**src/rtl/seq_div_32_bit.sv**
```systemverilog
// Iterative unsigned restoring divider: one quotient bit per clock, start/busy/done handshake.
// Trial subtraction is formed as rem + ~divisor + 1, mirroring the adder datapath.
module seq_div_32_bit #(
    parameter int unsigned WIDTH = 32
) (
    input  logic             clk_i,
    input  logic             rst_i,
    input  logic             start_i,
    input  logic [WIDTH-1:0] dividend_i,
    input  logic [WIDTH-1:0] divisor_i,
    output logic             busy_o,
    output logic             done_o,
    output logic [WIDTH-1:0] quotient_o,
    output logic [WIDTH-1:0] remainder_o,
    output logic             div_by_zero_o
);

    localparam int unsigned CntW = $clog2(WIDTH + 1);

    typedef enum logic [1:0] {
        StIdle,
        StRun,
        StDone
    } state_e;

    state_e            state_q;
    logic [WIDTH-1:0]  rem_q;
    logic [WIDTH-1:0]  q_q;
    logic [WIDTH-1:0]  d_q;
    logic [CntW-1:0]   count_q;
    logic              busy_q;
    logic              done_q;
    logic              dbz_q;
    logic [WIDTH-1:0]  quotient_q;
    logic [WIDTH-1:0]  remainder_q;

    logic [WIDTH:0]    rem_shift;
    logic [WIDTH:0]    trial;
    logic              borrow;
    logic [WIDTH-1:0]  rem_d;
    logic [WIDTH-1:0]  q_d;
    logic              accept;

    // The restored remainder is always below the divisor, so WIDTH bits of state suffice;
    // only the trial result needs the extra borrow bit.
    always_comb begin
        rem_shift = {rem_q, q_q[WIDTH-1]};
        trial     = rem_shift + {1'b1, ~d_q} + {{WIDTH{1'b0}}, 1'b1};
        borrow    = trial[WIDTH];
        if (!borrow) begin
            rem_d = trial[WIDTH-1:0];
        end else begin
            rem_d = rem_shift[WIDTH-1:0];
        end
        q_d    = {q_q[WIDTH-2:0], ~borrow};
        accept = start_i && (state_q != StRun);
    end

    always_ff @(posedge clk_i or posedge rst_i) begin
        if (rst_i) begin
            state_q     <= StIdle;
            rem_q       <= '0;
            q_q         <= '0;
            d_q         <= '0;
            count_q     <= '0;
            busy_q      <= 1'b0;
            done_q      <= 1'b0;
            dbz_q       <= 1'b0;
            quotient_q  <= '0;
            remainder_q <= '0;
        end else begin
            done_q <= 1'b0;
            unique case (state_q)
                StIdle, StDone: begin
                    if (accept) begin
                        rem_q   <= '0;
                        q_q     <= dividend_i;
                        d_q     <= divisor_i;
                        count_q <= CntW'(WIDTH);
                        if (divisor_i == '0) begin
                            state_q     <= StDone;
                            busy_q      <= 1'b0;
                            done_q      <= 1'b1;
                            dbz_q       <= 1'b1;
                            quotient_q  <= '1;
                            remainder_q <= dividend_i;
                        end else begin
                            state_q <= StRun;
                            busy_q  <= 1'b1;
                        end
                    end else begin
                        state_q <= StIdle;
                        busy_q  <= 1'b0;
                    end
                end
                StRun: begin
                    rem_q   <= rem_d;
                    q_q     <= q_d;
                    count_q <= count_q - 1'b1;
                    if (count_q == CntW'(1)) begin
                        state_q     <= StDone;
                        busy_q      <= 1'b0;
                        done_q      <= 1'b1;
                        dbz_q       <= 1'b0;
                        quotient_q  <= q_d;
                        remainder_q <= rem_d;
                    end
                end
                default: begin
                    state_q <= StIdle;
                    busy_q  <= 1'b0;
                end
            endcase
        end
    end

    assign busy_o        = busy_q;
    assign done_o        = done_q;
    assign quotient_o    = quotient_q;
    assign remainder_o   = remainder_q;
    assign div_by_zero_o = dbz_q;

endmodule

```
**config.mk**
```make
export PLATFORM = sky130hd
export DESIGN_NAME = seq_div_32_bit
export DESIGN_NICKNAME = d
export VERILOG_FILES = /design/src/rtl/seq_div_32_bit.sv
export SDC_FILE = /design/constraint.sdc
export NUM_CORES = 1
export LEC_CHECK = 0
export CAP_MARGIN = 20
export CORE_MARGIN = 2
export CORE_UTILIZATION = 55
export CTS_BUF_LIST = sky130_fd_sc_hd__clkbuf_8 sky130_fd_sc_hd__clkbuf_16
export CTS_CLUSTER_DIAMETER = 150
export DETAILED_ROUTE_END_ITERATION = 12
export GPL_ROUTABILITY_DRIVEN = 1
export PLACE_DENSITY = 0.82
export SETUP_SLACK_MARGIN = 0.1
export SLEW_MARGIN = 10
export SYNTH_ARGS = -nofsm -noshare
export SYNTH_HDL_FRONTEND = slang
export SYNTH_SLANG_ARGS = --single-unit
```
**constraint.sdc**
```tcl
create_clock -name clk_i -period 12.8 [get_ports clk_i]
set_input_delay 1.92 -clock clk_i [delete_from_list [all_inputs] [get_ports clk_i]]
set_output_delay 1.92 -clock clk_i [all_outputs]
set_load 0.01 [all_outputs]
```
== Word level (Yosys, flattened, before mapping) ==
Index checks and enable logic that the tools add are counted.

* Word-level logic and storage cells: 60
* ROM bits: 0
* Input port bits: 67
* Output and inout bits: 67
* RAM bits: 0
* Memories kept: 0
* Register bits: 171
* Latch bits: 0

* Bitwise operators: 2
* Reduce and logical (&&, ||, !) cells: 8
* Multipliers: 0
* Mux-type cells: 30
* Divide/modulo/power cells: 0
* Equality and inequality tests: 7
* Order comparisons: 0
* Shift operators: 0
* $add $sub $neg: 3

{| class="wikitable"
|+ Operators by type and width
! operator !! number
|-
| two-way mux 32 bit || 9
|-
| case mux 32 bit (2 select lines) || 4
|-
| adder 33 x 1 -> 33 bit (second input constant) || 1
|-
| adder 33 bit || 1
|-
| logical NOT 32 bit || 1
|-
| inverter 32 bit || 1
|-
| case mux 6 bit (2 select lines) || 1
|-
| two-way mux 1 bit || 8
|-
| equality test 6 x 1 -> 1 bit (second input constant) || 1
|-
| two-way mux 2 bit || 3
|-
| two-way mux 6 bit || 1
|-
| inequality test 2 bit (second input constant) || 3
|-
| case mux 1 bit (2 select lines) || 3
|-
| subtractor 6 x 1 -> 6 bit (second input constant) || 1
|-
| case mux 2 bit (2 select lines) || 1
|-
| AND reduction 2 bit || 2
|-
| AND reduction 4 bit || 1
|-
| equality test 2 x 1 -> 1 bit (second input constant) || 1
|-
| equality test 2 bit (second input constant) || 1
|-
| logical NOT 2 bit || 1
|-
| inequality test 2 x 1 -> 1 bit (second input constant) || 1
|-
| nonzero test 2 bit || 1
|-
| OR reduction 2 bit || 1
|-
| logical AND 1 bit || 1
|-
| inverter 1 bit || 1
|}

== Longest topological paths before layout ==
Gate-level depths: netlist of the first run.

* Depth after elaboration: 6
* Depth in mapped cells: 14
* Mapped depth without buffers: 12

== Worst setup path after synthesis of the first run ==
No wires, ideal clock.

* Path kind: input-to-reg
* Start point: input port divisor_i[25]
* End point: register remainder_q[22] (netlist: remainder_o[22])
* Setup slack: 9.360 ns
* Stages on the path: 9
* Required time: 12.718 ns
* Buffers on the path: 2
* Data arrival time: 3.358 ns
* Setup time: 0.082 ns
* Path through: nor4_1 nand4_1 nor2_1 a21oi_1 inv_1 clkbuf_1 clkbuf_1 nor2_1 a31oi_1

* Longest elaborated chain between the ends: 3

{| class="wikitable"
|+ RTL lines
! what !! RTL line !! source
|-
| start, declared || 10 || <nowiki>input logic [WIDTH-1:0] divisor_i,</nowiki>
|-
| logical NOT 32 bit || 80 || <nowiki>if (divisor_i == '0) begin</nowiki>
|-
| inequality test 2 bit (no line) || n/a ||
|-
| AND reduction 4 bit (no line) || n/a ||
|-
| end signal, assigned || 86 || <nowiki>remainder_q <= dividend_i;</nowiki>
|-
| end signal, assigned || 106 || <nowiki>remainder_q <= rem_d;</nowiki>
|-
| end, declared || 35 || <nowiki>logic [WIDTH-1:0] remainder_q;</nowiki>
|}

Every way passes these cells.
A chain may end at the register's enable or synchronous reset.

== Worst setup path in the final report of the first run ==
* Start point: input port divisor_i[0]
* End point: register remainder_q[12] (netlist: remainder_o[12])

The elaborated chain is that of the path after synthesis.

==> results of run 1 <==
cell usage after synthesis, drive strengths merged, types with 2 or more instances:
cell,number,area (um2)
or2,2,12.52
o311ai,4,35.04
a211oi,7,70.07
clkbuf,50,187.7
inv,50,187.7
nor2,81,304.0
o21bai,3,22.52
o31ai,7,52.55
xor2,8,70.07
dfrtp,171,4279
nand4,7,56.30
a21boi,2,15.01
xnor2,13,113.9
a2111oi,4,53.81
a31o,2,17.52
o211ai,7,52.55
o21ai,104,524.3
buf,17,115.1
nand2,216,810.8
nor4,9,56.30
nor3b,2,26.28
or3,6,37.54
and3,18,112.6
nor3,12,60.06
mux2i,20,200.2
o21a,7,52.55
a21o,14,105.1
o22ai,3,25.02
nor2b,5,31.28
o2111ai,2,17.52
a311oi,2,17.52
ha,34,425.4
a21oi,70,354.1
nand3,45,225.2
a31oi,44,275.3
nand2b,4,25.02
mux2,8,93.84
a211o,2,17.52
stage by stage:
stage / instances / hold slack [ns] / util
final: 1406 / 0.4739 / 0.6850
after floorplan: 1077 / 0.4497 / -
after global placement: 1373 / 0.4592 / 0.6472
after global routing: 1406 / 0.5139 / 0.6850
after CTS: 1405 / 0.4805 / 0.6843
after detailed placement: 1373 / 0.4629 / 0.6472
cell families (layout without fill, tap and decap cells):
logic type | Yosys count | in the layout
simple gates | 411 | 411
buf+inv | 117 | 226
xor+xnor | 21 | 21
fa+ha+maj | 35 | 35
compound gates | 294 | 294
mux | 28 | 28
flops | 171 | 171
critical path: stages:
cell                              delay (ns)
sky130_fd_sc_hd__clkdlybuf4s50_1        0.43
sky130_fd_sc_hd__nor4_1                 0.43
sky130_fd_sc_hd__nand4_1                0.29
sky130_fd_sc_hd__nor2_1                 0.29
sky130_fd_sc_hd__a21oi_2                0.09
sky130_fd_sc_hd__buf_4                  0.28
sky130_fd_sc_hd__inv_1                  0.77
sky130_fd_sc_hd__o21ai_0                0.22
sky130_fd_sc_hd__o31ai_1                0.24
sequential cells by signal, summed over array words and instances (netlist names):
signal,count
count_q,6
state_q,2
rem_q,32
remainder_o,32
d_q,32
div_by_zero_o,1
quotient_o,32
q_q,32
done_o,1
busy_o,1
power breakdown:
group / switching (mW) / internal [mW]
Clock: 0.242 / 0.302
Combinational: 0.612 / 0.418
Sequential: 0.107 / 0.660
Total: 0.960 / 1.38
routing by layer:
layer	global-route usage	vias up	wire (um)
met5	0	-	0
met2	0.4157	349	10870
met1	0.3988	3925	11180
met3	0.04271	40	1682
met4	0.08038	0	441
li1	-	3954	-
area by class of cell:
class | instances | area (um2) | area share
multi-input cells | 789 | 4541 | 0.4011
flip-flops and latches | 171 | 4279 | 0.3780
repair buffers | 144 | 1418 | 0.1252
clock buffers | 18 | 439.2 | 0.03880
well taps | 220 | 275.3 | 0.02432
inverters | 50 | 192.7 | 0.01702
clock inverters | 14 | 175.2 | 0.01547
how the worst max path moves through the flow:
| stage | end | depth (start not counted) | slack [ns] | start |
|---|---|---|---|---|
| global route | remainder_o[11] | 9 | 7.67 | divisor_i[1] |
| finish | remainder_o[12] | 9 | 8.15 | divisor_i[0] |
| floorplan | busy_o | 1 | 6.25 | rst_i |
| global placement | remainder_o[12] | 9 | 7.53 | divisor_i[0] |
| detailed placement | remainder_o[12] | 9 | 7.52 | divisor_i[0] |
| CTS | remainder_o[12] | 9 | 7.96 | divisor_i[0] |
==> results.md, run 1 <==
- The mean instance size in the synthesized netlist is around 8.6 um2.
- The startpoint of the lowest-slack register-to-register path is q_q[31].
- The mean number of vias per cell is 5.881.
- The initial antenna violation count is 0.
- The worst-case IR drop observed on VDD is 111.0 uV.
- After clock tree synthesis, the clock-pin slew on the worst setup and hold paths is 0.07 ns.
- The root cell of the clock tree is sky130_fd_sc_hd__clkbuf_16.
- The number of cells produced by synthesis is 1,077.
- The dominant combinational cell family by area after synthesis is compound AO/OA/AOI/OAI gates.
- The predominant post-synthesis flop cell is sky130_fd_sc_hd__dfrtp_1.
- The clock tree synthesis step divided the H-tree into 4 levels.
- In the layout the commonest cells are sky130_fd_sc_hd__nand2_1, sky130_fd_sc_hd__dfrtp_1, sky130_fd_sc_hd__clkdlybuf4s50_1, sky130_fd_sc_hd__o21ai_0, sky130_fd_sc_hd__nor2_1.
- The wire length of the first global-routing pass is just under 40,000 um.
- The remaining number of nets flagged by the antenna check after routing is 0.
- Setup violations remaining at the end of the flow were counted as 0.
- Data on the critical path is required at its endpoint by ~13 ns.
- The DRC violation count after routing is 0.
- The horizontal die dimension is approximately 130 um.
- The number of nets handed over by synthesis was 1,179.
- Before antenna repair, the detailed router went through 5 iterations.
- The critical path capture point type is a register.
- The class of the tightest hold or removal check is reg -> reg.
- The cell count of the worst hold path is 2.
- The routability congestion estimate is 0.9111.
- The static power due to leakage is 4.982 nW.
- Of the total synthesized cell area, the portion taken by AND, OR, NAND and NOR gates is 0.1929.
- The slew of the pin with the lowest slew margin is 1.004 ns.
- The setup slack of the critical path after layout is about 8.2 ns.
- The power consumption is 2.341 mW.
- The power density of the placed cells is 206.8 nW/um2.
- The number of synthesized register bits is 171.
- The area added between synthesis and finish is 21.86%.
- The post-CTS repair timing setup buffer count is 0.
- The layout has about 1,300 filler cells.
- The clock passes through at most 2 buffers.
- The die footprint is between 15,000 and 20,000 um2.
- The routed design could run at a clock period as short as 4.650 ns.
- The insertion delay of the later-clocked pin in the worst-skew pair is 0.44 ns.
- The run finished with clean final reports.
- Clock tree synthesis inserted a total of 17 buffers.
- The repair_antennas step left the layout with diodes totalling 0.
- The top fanout value on the critical path is 40.
- The async set or reset register ratio after synthesis is 1.000.
- The I/O pin count is roughly 130.
- The summed area of non-filler cells in the final layout is 11,320 um2.
- The number of global-route vias before repair is 7,454.
- The type of the setup path with the least slack is in -> reg.
- The cell depth of the worst flop-to-flop path is 13.
- The startpoint of the tightest hold check path is div_by_zero_o.
- The multiplexer fraction of the synthesized cell area is 0.03165.
- For this block, the routed nets add up to 24,170 um of wire.
- For hold timing, the worst endpoint is div_by_zero_o.
- The mapped netlist covers 9289 um2.
- Of the available clock period, the critical path in the final layout requires 0.3633.
- Detailed routing inserted a total of 8,268 vias.
- The library cell used most frequently in the layout, excluding fill and tap cells, is sky130_fd_sc_hd__nand2_1.
- The max-slew headroom at the worst pin is 0.3298.
- In the final layout, the share of cells above drive strength 1 is 0.05818.
- The remaining global-route overflow is 0.
- The total cell area at the placement stage is 10,690 um2.
- The sequential-to-total area share from yosys stat is 0.4607.
- Setup repair after global routing left no endpoint under its margin.
- The number of input and output port buffers inserted is 133.
- The hold violation count in the final report is 0.
- The number of distinct library cell variants in the gate-level netlist after synthesis is 68.
- For this run, the post-layout net count is between 1,000 and 1,500.
- Entering global routing, the biggest net connects between 100 and 150 pins.
- The tool flagged a number of max-cap violations equal to 0.
- The synthesized-area fraction occupied by xor and xnor cells is 0.01980.
- Timing analysis after detailed placement gives a worst setup slack of 7.520 ns.
- The Yosys step of the flow raised 0 warnings.
- In this run the vertical extent of the chip is 134.0 um.
- Of the total synthesized cell area, the portion taken by full adders, half adders and majority gates is 0.04795.
- In this run the standard cell core region covers roughly 17,000 um2.
- The number of enable flip-flop cells after synthesis is 0.
- In this run, post-CTS hold repair placed 0 buffers.
- The number of gates resized after CTS was 0.
- In this run the core area contains 47 standard-cell rows.
- The number of violations reported at the end of detailed-routing iteration 0 is 712.
- The worst clock skew is ~0.010 ns.
- For this configuration, the core starts out at a cell density of 0.5621.
- Across all register-to-register paths, the minimum setup slack is 8.44 ns.
- In the global route stage, overall resource usage came out at 0.2706.
- The terminus of the critical flop-to-flop path is rem_q[19].
- STA classifies the critical path startpoint as an input port.
- The sink count of the clock tree is 171.
- The clock tree from TritonCTS is yes.
- The highest achievable clock rate is about 220 MHz.
- The signal arrival time at the worst endpoint is 4.99 ns.
- The compound-gate portion of the synthesized area was 0.1942.
- The final sum of negative setup slack is 0 ns.
- In the final routed layout, each cell accounts on average for about 17 um.
- The max-slew violation count is 0.
- After legalization and detailed placement, the total HPWL measured around 17,000 um.
Note: power is estimated with default switching activity, not from simulation.
==> inputs of run 2 (changes only) <==
- clock period: 12.8 -> 4.7 ns (I/O delays scaled with it)
==> results.md, run 2 (same netlist as run 1, synthesis figures left out) <==
- The total clock buffers created by CTS is 17 (unchanged).
- The maximum VDD drop is 340.9 uV (+210%).
- The mean number of vias per cell is 5.854 (-0.45%).
- The power density of the placed cells is 549.8 nW/um2 (+170%).
- The iteration count of the initial detailed-routing pass came to 5 (unchanged).
- The cell row count is 47 (unchanged).
- The core outline area is 16,520 um2 (unchanged).
- The number of vias in the routed layout was 8,260 (-0.097%).
- The number of fill cells was 1,348 (+4.9%).
- The clock tree from TritonCTS is yes.
- The static power due to leakage came to 4.998 nW (+0.32%).
- The number of antenna repair diodes came to 0 (unchanged).
- The hold violation count in the final report was 0 (unchanged).
- The area added between synthesis and finish is 21.97% (about the same).
- The horizontal die dimension is 134.0 um (unchanged).
- The all-layer global routing usage was 0.2757 (+0.005100).
- The post-CTS repair timing setup buffer count is 0 (unchanged).
- The path class of the tightest hold or removal check is reg -> reg.
- The cts-stage hold buffer count was 0 (unchanged).
- The HPWL after detailed placement is 17,790 um (+6.0%).
- The total wire length after detailed routing is 24,150 um (-0.10%).
- The remaining global-route overflow came to 0 (unchanged).
- In the layout the commonest cells are sky130_fd_sc_hd__nand2_1, sky130_fd_sc_hd__dfrtp_1, sky130_fd_sc_hd__clkdlybuf4s50_1, sky130_fd_sc_hd__o21ai_0, sky130_fd_sc_hd__nor2_1.
- Counting I/O delays and the setup requirement, the final critical path takes 3.962 ns.
- The summed area of non-filler cells in the final layout was 11,330 um2 (about the same).
- The number of input and output port buffers inserted is 133 (unchanged).
- The insertion delay of the later-clocked pin in the worst-skew pair came to 0.44 ns (about the same).
- The die footprint was 17,940 um2 (unchanged).
- The pin count of the biggest net entering global routing is 99 (-7.5%).
- The root cell of the clock tree is sky130_fd_sc_hd__clkbuf_16.
- The final period utilization is 0.8429.
- The share of final-layout standard cells stronger than drive strength 1 is 0.06129 (+0.003114).
- The max-slew violation count is 0 (unchanged).
- The starting density of the core was 0.5621 (unchanged).
- The number of violations reported at the end of detailed-routing iteration 0 came to 594 (-17%).
- The slew of the pin with the lowest slew margin is 0.8825 ns (-0.1216 ns).
- The power consumption is 6.229 mW (+170%).
- The initial antenna violation count is 0 (unchanged).
- The number of instances resized during post-cts repair came to 0 (unchanged).
- The max-capacitance violation count is 0 (unchanged).
- The I/O pin count is 134 (unchanged).
- The routability congestion estimate is 0.9552 (+4.8%).
- The wire length per cell after detailed routing is 17.11 um (-0.46%).
- The total number of H-tree levels came to 4 (unchanged).
- The max-slew headroom at the worst pin came to 0.4116 (+0.08179).
- The flow ran to the end, and the final reports show no timing, DRC or antenna violations.
- The net total in the final layout is 1,280 (+0.39%).
- The number of global-route vias before repair is 7,608 (+2.1%).
- The worst clock skew is 0.006929 ns (-0.003384 ns).
- The sink count of the clock tree is 171 (unchanged).
- The DRC violation count after routing is 0 (unchanged).
- The signal arrival time at the worst endpoint is 4.25 ns (-0.74 ns).
- The data required time at the worst endpoint is 4.98 ns (-8.16 ns).
- The most frequent standard cell in the layout excluding fill and tap cells is sky130_fd_sc_hd__nand2_1.
- The maximum clock insertion buffer count is 2 (unchanged).
- The number of setup violations in the final report is 0 (unchanged).
- The final sum of negative setup slack is 0 ns (unchanged).
- The worst setup path is of the reg -> reg kind.
- The total cell area at the placement stage is 10,750 um2 (+0.53%).
- Based on the critical path, the design can be clocked at up to 252.4 MHz.
- Setup repair after global routing left no endpoint under its margin.
- The top fanout value on the critical path is 15 (-63%).
- STA classifies the critical path startpoint as a register.
- The remaining number of nets flagged by the antenna check after routing is 0 (unchanged).
- The clock transition time at the flip-flop clock pins of the worst setup and hold paths is 0.07 ns (about the same).
- The wire length of the first global-routing pass is 39,230 um (+1.3%).
- STA classifies the critical path endpoint as a register.
- The height of the chip is 134.0 um (unchanged).
## run 2: cell count changes in the layout (fill, tap and decap cells not counted)
cell / previous run / this run
sky130_fd_sc_hd__buf_12: 0 / 1
sky130_fd_sc_hd__buf_4: 10 / 15
sky130_fd_sc_hd__buf_6: 1 / 0
sky130_fd_sc_hd__bufinv_16: 2 / 0
sky130_fd_sc_hd__clkbuf_8: 1 / 0
sky130_fd_sc_hd__clkinv_4: 1 / 4
sky130_fd_sc_hd__clkinv_8: 0 / 2
sky130_fd_sc_hd__clkinvlp_4: 2 / 1
sky130_fd_sc_hd__inv_1: 49 / 50
sky130_fd_sc_hd__inv_6: 5 / 3
## run 2: final cells by class
class	count	area [um2]	area share
repair buffers	149	1464	0.1292
flip-flops and latches	171	4279	0.3777
inverters	50	191.4	0.01690
multi-input cells	789	4541	0.4008
clock inverters	15	153.9	0.01358
well taps	220	275.3	0.02430
clock buffers	17	425.4	0.03755
## run 2: worst max-delay path: stages, from the launching register on
cell and delay (ns):
sky130_fd_sc_hd__dfrtp_1 0.38, sky130_fd_sc_hd__inv_1 0.07, sky130_fd_sc_hd__ha_1 0.16, sky130_fd_sc_hd__inv_1 0.05
sky130_fd_sc_hd__fa_1 0.42, sky130_fd_sc_hd__a211oi_2 0.23, sky130_fd_sc_hd__o21ai_2 0.14, sky130_fd_sc_hd__o211ai_1 0.33
sky130_fd_sc_hd__nor3b_4 0.39, sky130_fd_sc_hd__a211o_1 0.31, sky130_fd_sc_hd__a211o_1 0.52, sky130_fd_sc_hd__buf_4 0.38
sky130_fd_sc_hd__mux2i_1 0.30, sky130_fd_sc_hd__o21ai_0 0.11
## run 2: final timing paths
path	start	to	slack, ns	cells after the start
worst max-delay path	q_q[31]	remainder_o[14]	0.74	13
worst min-delay path	remainder_o[18]	remainder_o[18]	0.49	2
worst max register to register	q_q[31]	remainder_o[14]	0.74	13
worst min register to register	remainder_o[18]	remainder_o[18]	0.49	2
max in group asynchronous	rst_i	q_q[4]	3.06	3
min in group asynchronous	rst_i	q_q[25]	0.77	2
## run 2: power by group
group	internal, mW	total, mW	switching (mW)
sequential	1.80	2.11	0.312
clock	0.709	1.37	0.665
combinational	1.14	2.75	1.60
## run 2: per-layer routing
| metal | up-vias | wire, um | track usage |
|---|---|---|---|
| met4 | 0 | 422 | 0.07565 |
| met1 | 3919 | 11340 | 0.4169 |
| met5 | - | 0 | 0 |
| met3 | 34 | 1839 | 0.05442 |
| met2 | 319 | 10540 | 0.4063 |
| li1 | 3988 | - | - |
## run 2: through the flow
step | hold WS (ns) | setup WS [ns] | instances | utilization
after floorplan | 0.4497 | 1.582 | 1077 | -
after global placement | 0.4598 | 0.9930 | 1379 | 0.6506
after detailed placement | 0.4681 | 0.8343 | 1379 | 0.6506
after CTS | 0.4862 | 0.7903 | 1411 | 0.6856
after global routing | 0.5031 | 0.5456 | 1411 | 0.6856
final | 0.4852 | 0.7382 | 1411 | 0.6856
==> inputs of run 3 (changes only) <==
- CORE_UTILIZATION: 55 -> 50
- PLACE_DENSITY: 0.82 -> 0.78
- clock period: 4.7 -> 3.49 ns (I/O delays scaled with it)
==> results.md, run 3 (same netlist as run 1, synthesis figures left out) <==
- The cell count of the worst hold path is 2 (unchanged).
- The worst hold slack across all endpoints came to 0.4801 ns (-0.005139 ns).
- The initial antenna violation count was 0 (unchanged).
- The final period utilization is 0.9554 (+0.1125).
- The endpoint with the worst hold slack is remainder_o[23].
- The HPWL after detailed placement was 18,590 um (+4.5%).
- The pin count of the biggest net entering global routing is 51 (-48%).
- The number of violations reported at the end of detailed-routing iteration 0 is 942 (+59%).
- The remaining number of nets flagged by the antenna check after routing was 0 (unchanged).
- The net switching fraction of the power came to 0.4077 (-0.006765).
- Setup repair after global routing left no endpoint under its margin.
- The cell row count is 49 (+4.3%).
- The all-layer global routing usage is 0.2655 (-0.01021).
- The cell depth of the worst flop-to-flop path is 16 (+3).
- The routability congestion estimate is 0.9046 (-5.3%).
- The total clock buffers created by CTS is 17 (unchanged).
- The wire length of the first global-routing pass was 41,470 um (+5.7%).
- The cts-stage hold buffer count is 0 (unchanged).
- The die footprint is 19,680 um2 (+9.7%).
- The share of final-layout standard cells stronger than drive strength 1 is 0.09426 (+0.03297).
- The startpoint of the tightest hold check path is remainder_o[23].
- The insertion delay of the later-clocked pin in the worst-skew pair is 0.44 ns (about the same).
- The total wire length after detailed routing was 26,520 um (+9.8%).
- The terminus of the critical flop-to-flop path is rem_q[0].
- The max-slew headroom at the worst pin is 0.3550 (-0.05660).
- The relative contribution of sequential cells to total power is 0.314 (-0.025).
- The number of fill cells came to 1,473 (+9.3%).
- The min-delay analysis places its worst path in the category reg -> reg.
- The flow ran to the end, and the final reports show no timing, DRC or antenna violations.
- The number of global-route vias before repair was 7,825 (+2.9%).
- The number of antenna repair diodes is 0 (unchanged).
- The I/O pin count came to 134 (unchanged).
- The cell sitting at the root of the clock tree is a sky130_fd_sc_hd__clkbuf_16.
- The mean number of vias per cell is 5.925 (+1.2%).
- The static power due to leakage was 5.169 nW (+3.4%).
- The net total in the final layout is 1,309 (+2.3%).
- The number of vias in the routed layout is 8,586 (+3.9%).
- The core outline area is 18,090 um2 (+9.4%).
- The internal cell power came to 5.375 mW (+47%).
- The wire length per cell after detailed routing is 18.30 um (+6.9%).
- The highest achievable clock rate is 299.9 MHz (+19%).
- The number of input and output port buffers inserted is 133 (unchanged).
- The critical path capture point type is a register.
- The height of the chip came to 140.3 um (+4.7%).
- The final sum of negative setup slack is 0 ns (unchanged).
- Compared with the post-synthesis result, the final layout area differs by 26.32%.
- Leaving out fill and tap cells, the most frequent cell in the layout is sky130_fd_sc_hd__nand2_1.
- In the layout the commonest cells are sky130_fd_sc_hd__nand2_1, sky130_fd_sc_hd__dfrtp_1, sky130_fd_sc_hd__clkdlybuf4s50_1, sky130_fd_sc_hd__o21ai_0, sky130_fd_sc_hd__nor2_1.
- The combinational fraction of design power is 0.476 (+0.035).
- The switching power total is 3.700 mW (+43%).
- The number of setup violations in the final report is 0 (unchanged).
- The maximum clock insertion buffer count is 2 (unchanged).
- The worst register-to-register path begins at q_q[31].
- The slew of the pin with the lowest slew margin is 0.9675 ns (+0.08490 ns).
- The clock tree from TritonCTS is yes.
- The power density of the placed cells is 773.3 nW/um2 (+41%).
- The iteration count of the initial detailed-routing pass came to 5 (unchanged).
- The maximum VDD drop is 443.1 uV (+30%).
- The final critical-path required period came to 3.334 ns (-0.6273 ns).
- The register-to-register setup slack is 0.16 ns (-0.58 ns).
- The data required time at the worst endpoint came to 3.85 ns (-1.13 ns).
- The kind of start point of the critical path is a register.
- The max-slew violation count is 0 (unchanged).
- The relative contribution of the clock network to total power is 0.210 (-0.011).
- The remaining global-route overflow was 0 (unchanged).
- The clock transition time at the flip-flop clock pins of the worst setup and hold paths was 0.07 ns (about the same).
- The signal arrival time at the worst endpoint was 3.69 ns (-0.56 ns).
- The horizontal die dimension is 140.3 um (+4.7%).
- The critical path is of the reg -> reg type.
- The max-capacitance violation count is 0 (unchanged).
- The worst clock skew was 0.007831 ns (+0.0009013 ns).
- The power consumption came to 9.074 mW (+46%).
- The sink count of the clock tree came to 171 (unchanged).
- The top fanout value on the critical path was 5 (-10).
- The hold violation count in the final report was 0 (unchanged).
- The starting density of the core is 0.5136 (-0.04853).
- The DRC violation count after routing is 0 (unchanged).
- The total number of H-tree levels is 4 (unchanged).
[run 3: changes by cell type in the layout (fill, tap and decap cells not counted), sizes merged]
cell      previous run  this run
buf                 16        43
bufinv               0         1
clkbuf              17        19
clkinv               6         2
clkinvlp             1         6
inv                 58        56
[run 3: layout make-up]
type | instances | area [um2] | share of cell area
Clock inverter | 15 | 158.9 | 0.01354
Inverter | 50 | 191.4 | 0.01631
Clock buffer | 17 | 425.4 | 0.03625
Multi-Input combinational cell | 789 | 4607 | 0.3926
Sequential cell | 171 | 4279 | 0.3647
Tap cell | 229 | 286.5 | 0.02442
Timing Repair Buffer | 178 | 1785 | 0.1522
[run 3: power groups by stage]
| stage | registers, mW | logic, mW | clock network (mW) |
|---|---|---|---|
| floorplan | 2.69 | 2.94 | 0 |
| global placement | 2.84 | 3.68 | 0 |
| detailed placement | 2.84 | 3.82 | 0 |
| CTS | 2.82 | 3.88 | 1.90 |
| global route | 2.89 | 4.72 | 1.99 |
| finish | 2.85 | 4.32 | 1.90 |
[run 3: how the worst max path moves through the flow]
| stage | from | to | slack (ns) | cells past startpoint |
|---|---|---|---|---|
| after floorplan | q_q[31] | rem_q[30] | 0.37 | 13 |
| after global placement | q_q[31] | remainder_o[29] | 0.15 | 13 |
| after detailed placement | q_q[31] | rem_q[26] | -0.02 | 14 |
| after CTS | q_q[31] | remainder_o[29] | 0.12 | 13 |
| after global routing | rem_q[2] | rem_q[0] | 0.05 | 13 |
| final | q_q[31] | rem_q[0] | 0.16 | 16 |
[run 3: timing repair]
item                                    4_1_cts  5_1_grt
endpoints found under the setup margin       39       62
pin swaps                                     1       12
gates cloned                                  0        2
gates resized for setup                       2       27
buffers inserted                              1        8
[run 3: through the flow]
stage | utilization | area (um2) | worst slack, ns | std cells
2_1_floorplan | - | 9293 | 0.3725 | 1077
3_3_place_gp | 0.6053 | 10950 | 0.1529 | 1406
3_5_place_dp | 0.6053 | 10950 | -0.01711 | 1406
4_1_cts | 0.6385 | 11550 | 0.1224 | 1439
5_1_grt | 0.6488 | 11730 | 0.04963 | 1449
6_report | 0.6488 | 11730 | 0.1555 | 1449
[run 3: critical path, stage by stage (launching register included)]
cell                       delay, ns
sky130_fd_sc_hd__dfrtp_1        0.39
sky130_fd_sc_hd__inv_2          0.08
sky130_fd_sc_hd__ha_4           0.13
sky130_fd_sc_hd__inv_1          0.05
sky130_fd_sc_hd__fa_2           0.38
sky130_fd_sc_hd__a211oi_2       0.26
sky130_fd_sc_hd__o21ai_2        0.12
sky130_fd_sc_hd__o211ai_1       0.30
sky130_fd_sc_hd__nor3b_4        0.28
sky130_fd_sc_hd__buf_6          0.14
sky130_fd_sc_hd__a211o_1        0.18
sky130_fd_sc_hd__buf_6          0.13
sky130_fd_sc_hd__a211oi_4       0.05
sky130_fd_sc_hd__buf_6          0.18
sky130_fd_sc_hd__buf_12         0.13
sky130_fd_sc_hd__mux2_2         0.29
sky130_fd_sc_hd__o21ai_0        0.16
[run 3: layer usage]
layer  GRT usage  share of wire  vias up
li1            -              -     4009
met1      0.3922           0.44     4095
met2      0.4002           0.45      430
met3     0.05094          0.086       52
met4     0.07709          0.025        0
met5           0              0        -
==> patch 1 (settings of run 2) <==
Set the parameter `WIDTH` to 16 (it was 32).
--- a/src/rtl/seq_div_32_bit.sv
+++ b/src/rtl/seq_div_32_bit.sv
@@ -2,5 +2,5 @@
 // Trial subtraction is formed as rem + ~divisor + 1, mirroring the adder datapath.
 module seq_div_32_bit #(
-    parameter int unsigned WIDTH = 32
+    parameter int unsigned WIDTH = 16
 ) (
     input  logic             clk_i,
Ports: changed (resized dividend_i, divisor_i, quotient_o and remainder_o); port bits go from 134 to 70. The function was not compared with the original's and may differ.
==> patch 1 against run 2 <==
Clock power shrank 65%; sequential cell count shrank 81; design area shrank 50%; worst setup slack gained 0.95 ns; clock skew grew 0.0031 ns; count of clock-buffer cells in the layout shrank 8; worst hold slack lost 0.0054 ns; fmax grew 32%; total power shrank 22%; area after synthesis shrank 50%; sequential share of layout area grew 2.3 points; wire length shrank 53%.
==> patch 1: results (changes against run 2) <==
| Metric | Value |
|---|---|
| Status | finished clean (unchanged) |
| Top post-synthesis cells by area | dfrtp_1 48%, nand2_1 8.1%, o21ai_0 5.1%, ha_1 4.8%, nor2_1 3.2% (was dfrtp_1 46%, nand2_1 8.7%, o21ai_0 5.0%, ha_1 4.6%, a21oi_1 3.7%) |
| Fillers | 657 (was 1348) |
| Slowest-stage cell, CP | xor2_4 (was a211o_1) |
| Vias in the first global route | 3803 (was 7608) |
| Placed Instances | 667 (was 1379) |
| Final Power | 4.86 mW (was 6.23 mW) |
| DR top layer | met4 (unchanged) |
| Sequential cell fraction of total power | 29.0% (was 33.9%) |
| Grt met2 use | 42.7% (was 40.6%) |
| Slew margin rel. | 28.4% (was 41.2%) |
| Logic power comb | 2.97 mW (was 2.75 mW) |
| Clk slew on worst S/H paths | 0.09 ns (was 0.07 ns) |
| Routed wl met2 | 5520 µm (was 10500 µm) |
| Synth cell types | 55 (was 68) |
| Port Buffers | 69 (was 133) |
| Post-Syn Instances | 513 (was 1077) |
| Pre-CTS WS | 1.60 ns (was 0.834 ns) |
| Crit path largest cell delay | 0.55 ns (was 0.52 ns) |
| Worst-case vdd ir drop | 0.000353 V (was 0.000341 V) |
| Share of cells above drive strength 1 | 6.56% (was 6.13%) |
| Clk_skew | 0.0100 ns (was 0.00693 ns) |
| Min-delay worst type | register to register (unchanged) |
| M1 GR Usage | 36.5% (was 41.7%) |
| WL met3 | 676 µm (was 1840 µm) |
| Largest net degree at the start of global routing | 64 (was 99) |
| DRT iter0 DRCs | 168 (was 594) |
| Post-Route M1 WL | 5120 µm (was 11300 µm) |
| Htree depth | 3 (was 4) |
| Most frequent cells after synthesis | 101 x nand2_1, 90 x dfrtp_1, 48 x o21ai_0 (was 216 x nand2_1, 171 x dfrtp_1, 92 x o21ai_0) |
| Crit path arrival time | 3.21 ns (was 4.25 ns) |
| Sequential area share after synthesis | 48.1% (was 46.1%) |
| Routability cong. | 0.886 (was 0.955) |
| DP Area | 5420 µm² (was 10800 µm²) |
| TritonCTS Buffers | 9 (was 17) |
| Global-route wire length before repair | 18500 µm (was 39200 µm) |
| Hold path start | quotient_o[10] (was remainder_o[18]) |
| Final HPWL DP | 8350 µm (was 17800 µm) |
| Worst hold stages | 2 (unchanged) |
| Global Route Usage Sum | 26.3% (was 27.6%) |
| Post-Syn Nets | 567 (was 1179) |
| Worst setup path endpoint | rem_q[2] (was remainder_o[14]) |
| Final net count | 629 (was 1280) |
| Reg2reg start | q_q[15] (was q_q[31]) |
| Clk root buf | clkbuf_8 (was clkbuf_16) |
| Reg2Reg Depth | 11 (was 13) |
| DR vias/cell | 5.91 (was 5.85) |
| CP delay by family, top | compound AO/OA/AOI/OAI gates (unchanged) |
| Final std cells w/o fill | 684 (was 1411) |
| Met3 Usage GRT | 3.84% (was 5.44%) |
| Hold Slack | 0.480 ns (was 0.485 ns) |
| Routed len/inst | 16.8 µm (was 17.1 µm) |
| Leakage | 2.47 nW (was 5.00 nW) |
[patch 1: cell types whose count changed after synthesis, moves of 28 or more]
cell,change
clkbuf_1,-33
a31oi_1,-31
inv_1,-28
nand3_1,-28
o21ai_0,-44
dfrtp_1,-81
a21oi_1,-49
nand2_1,-115
nor2_1,-41
[patch 1: cells by family (layout without fill, tap and decap cells)]
logic type | count (synthesis) | count (layout) | share of synthesized area [%]
fa+ha+maj | 19 | 19 | 5.24
mux | 10 | 10 | 2.14
compound gates | 147 | 147 | 19.4
flops | 90 | 90 | 48.1
xor+xnor | 15 | 15 | 3.61
simple gates | 184 | 184 | 17.0
buf+inv | 48 | 114 | 4.57
[patch 1: layout make-up]
type                            instances  area, µm²  share of cell area, %
Timing Repair Buffer                   76        756                   13.4
Clock inverter                          6       50.0                  0.890
Multi-Input combinational cell        375       2220                   39.5
Sequential cell                        90       2250                   40.1
Tap cell                              105        131                   2.34
Clock buffer                            9        124                   2.20
Inverter                               23       87.6                   1.56
==> patch 2 (config.mk and constraints of run 2) <==
Made on the original files. Put one more register stage on the output `remainder_o`, cleared by the reset. The value now appears one clock later. The other outputs are not delayed to match.
--- a/src/rtl/seq_div_32_bit.sv
+++ b/src/rtl/seq_div_32_bit.sv
@@ -118,5 +118,11 @@
     assign done_o        = done_q;
     assign quotient_o    = quotient_q;
-    assign remainder_o   = remainder_q;
+    always_ff @(posedge clk_i or posedge rst_i) begin
+        if (rst_i) begin
+            remainder_o <= '0;
+        end else begin
+            remainder_o <= remainder_q;
+        end
+    end
     assign div_by_zero_o = dbz_q;
 
Formal check against the unedited RTL: not equivalent (a bounded check fails within 4 cycles, from zero or initial values and one cycle with rst_i high).
==> patch 2 against run 2 <==
Total power is 46% higher; combinational power is 69% higher; critical path depth stayed put; area after synthesis is 5.7% higher; wire length is 4.4% higher; design area is 6.3% higher; sequential cell count is 32 higher; worst setup slack better by 0.31 ns; critical path type unchanged.
==> patch 2: results (changes against run 2) <==
| Metric | Value |
|---|---|
| DP Area | 11300 µm² (was 10800 µm²) |
| Status | finished clean (unchanged) |
| Non-clock buffer share of cell area | 12.0% (was 12.9%) |
| Sequential cell fraction of total power | 30.5% (was 33.9%) |
| Pre-CTS WS | 1.14 ns (was 0.834 ns) |
| Synth Area in Compound Gates | 18.0% (was 19.4%) |
| Post-synthesis mux area share | 2.80% (was 3.17%) |
| F_max | 274 MHz (was 252 MHz) |
| Adder-cell share of the synthesized area | 4.54% (was 4.80%) |
| Internal cell power | 5.21 mW (was 3.65 mW) |
| Routed len/inst | 17.9 µm (was 17.1 µm) |
| Leakage | 5.22 nW (was 5.00 nW) |
| Inverters | 43 (was 50) |
| Vias in the first global route | 7865 (was 7608) |
| Routability cong. | 0.861 (was 0.955) |
| Worst-case vdd ir drop | 0.000384 V (was 0.000341 V) |
| Multi-input combinational area share | 36.2% (was 40.1%) |
| Clk tree area frac | 5.89% (was 5.11%) |
| R2r endpoint | rem_q[18] (was remainder_o[14]) |
| DR vias/cell | 5.84 (was 5.85) |
| Htree depth | 1 (was 4) |
| PD cells | 755 nW/µm² (was 550 nW/µm²) |
| Multi-input gates | 750 (was 789) |
| Clkbuf count | 28 (was 17) |
| Crit path arrival time | 3.99 ns (was 4.25 ns) |
| Gate power share | 51.2% (was 44.1%) |
| Slowest-stage cell, CP | buf_4 (was a211o_1) |
| Worst-Margin Slew | 1.10 ns (was 0.883 ns) |
| Register area | 5080 µm² (was 4280 µm²) |
| R2R Setup Slk | 1.04 ns (was 0.74 ns) |
| Synth Area in XOR/XNOR | 2.32% (was 1.98%) |
| Final net count | 1268 (was 1280) |
==> patch 2: worst min path at each step <==
stage	start	to	slack, ns	depth (start not counted)
after floorplan	remainder_q[0]	remainder_o[0]	0.35	0
after global placement	remainder_q[29]	remainder_o[29]	0.36	0
after detailed placement	remainder_q[18]	remainder_o[18]	0.36	0
after CTS	remainder_q[18]	remainder_o[18]	0.37	0
after global routing	remainder_q[18]	remainder_o[18]	0.38	0
final	remainder_q[18]	remainder_o[18]	0.37	0
==> patch 2: routing by layer <==
| metal | share of wire (%) | up-vias | track usage (%) | routed length, µm |
|---|---|---|---|---|
| met5 | 0 | - | 0 | 0 |
| met3 | 6.8 | 38 | 3.68 | 1720 |
| li1 | - | 3920 | - | - |
| met2 | 45 | 319 | 41.1 | 11300 |
| met1 | 46 | 3941 | 40.7 | 11700 |
| met4 | 1.9 | 0 | 6.82 | 471 |
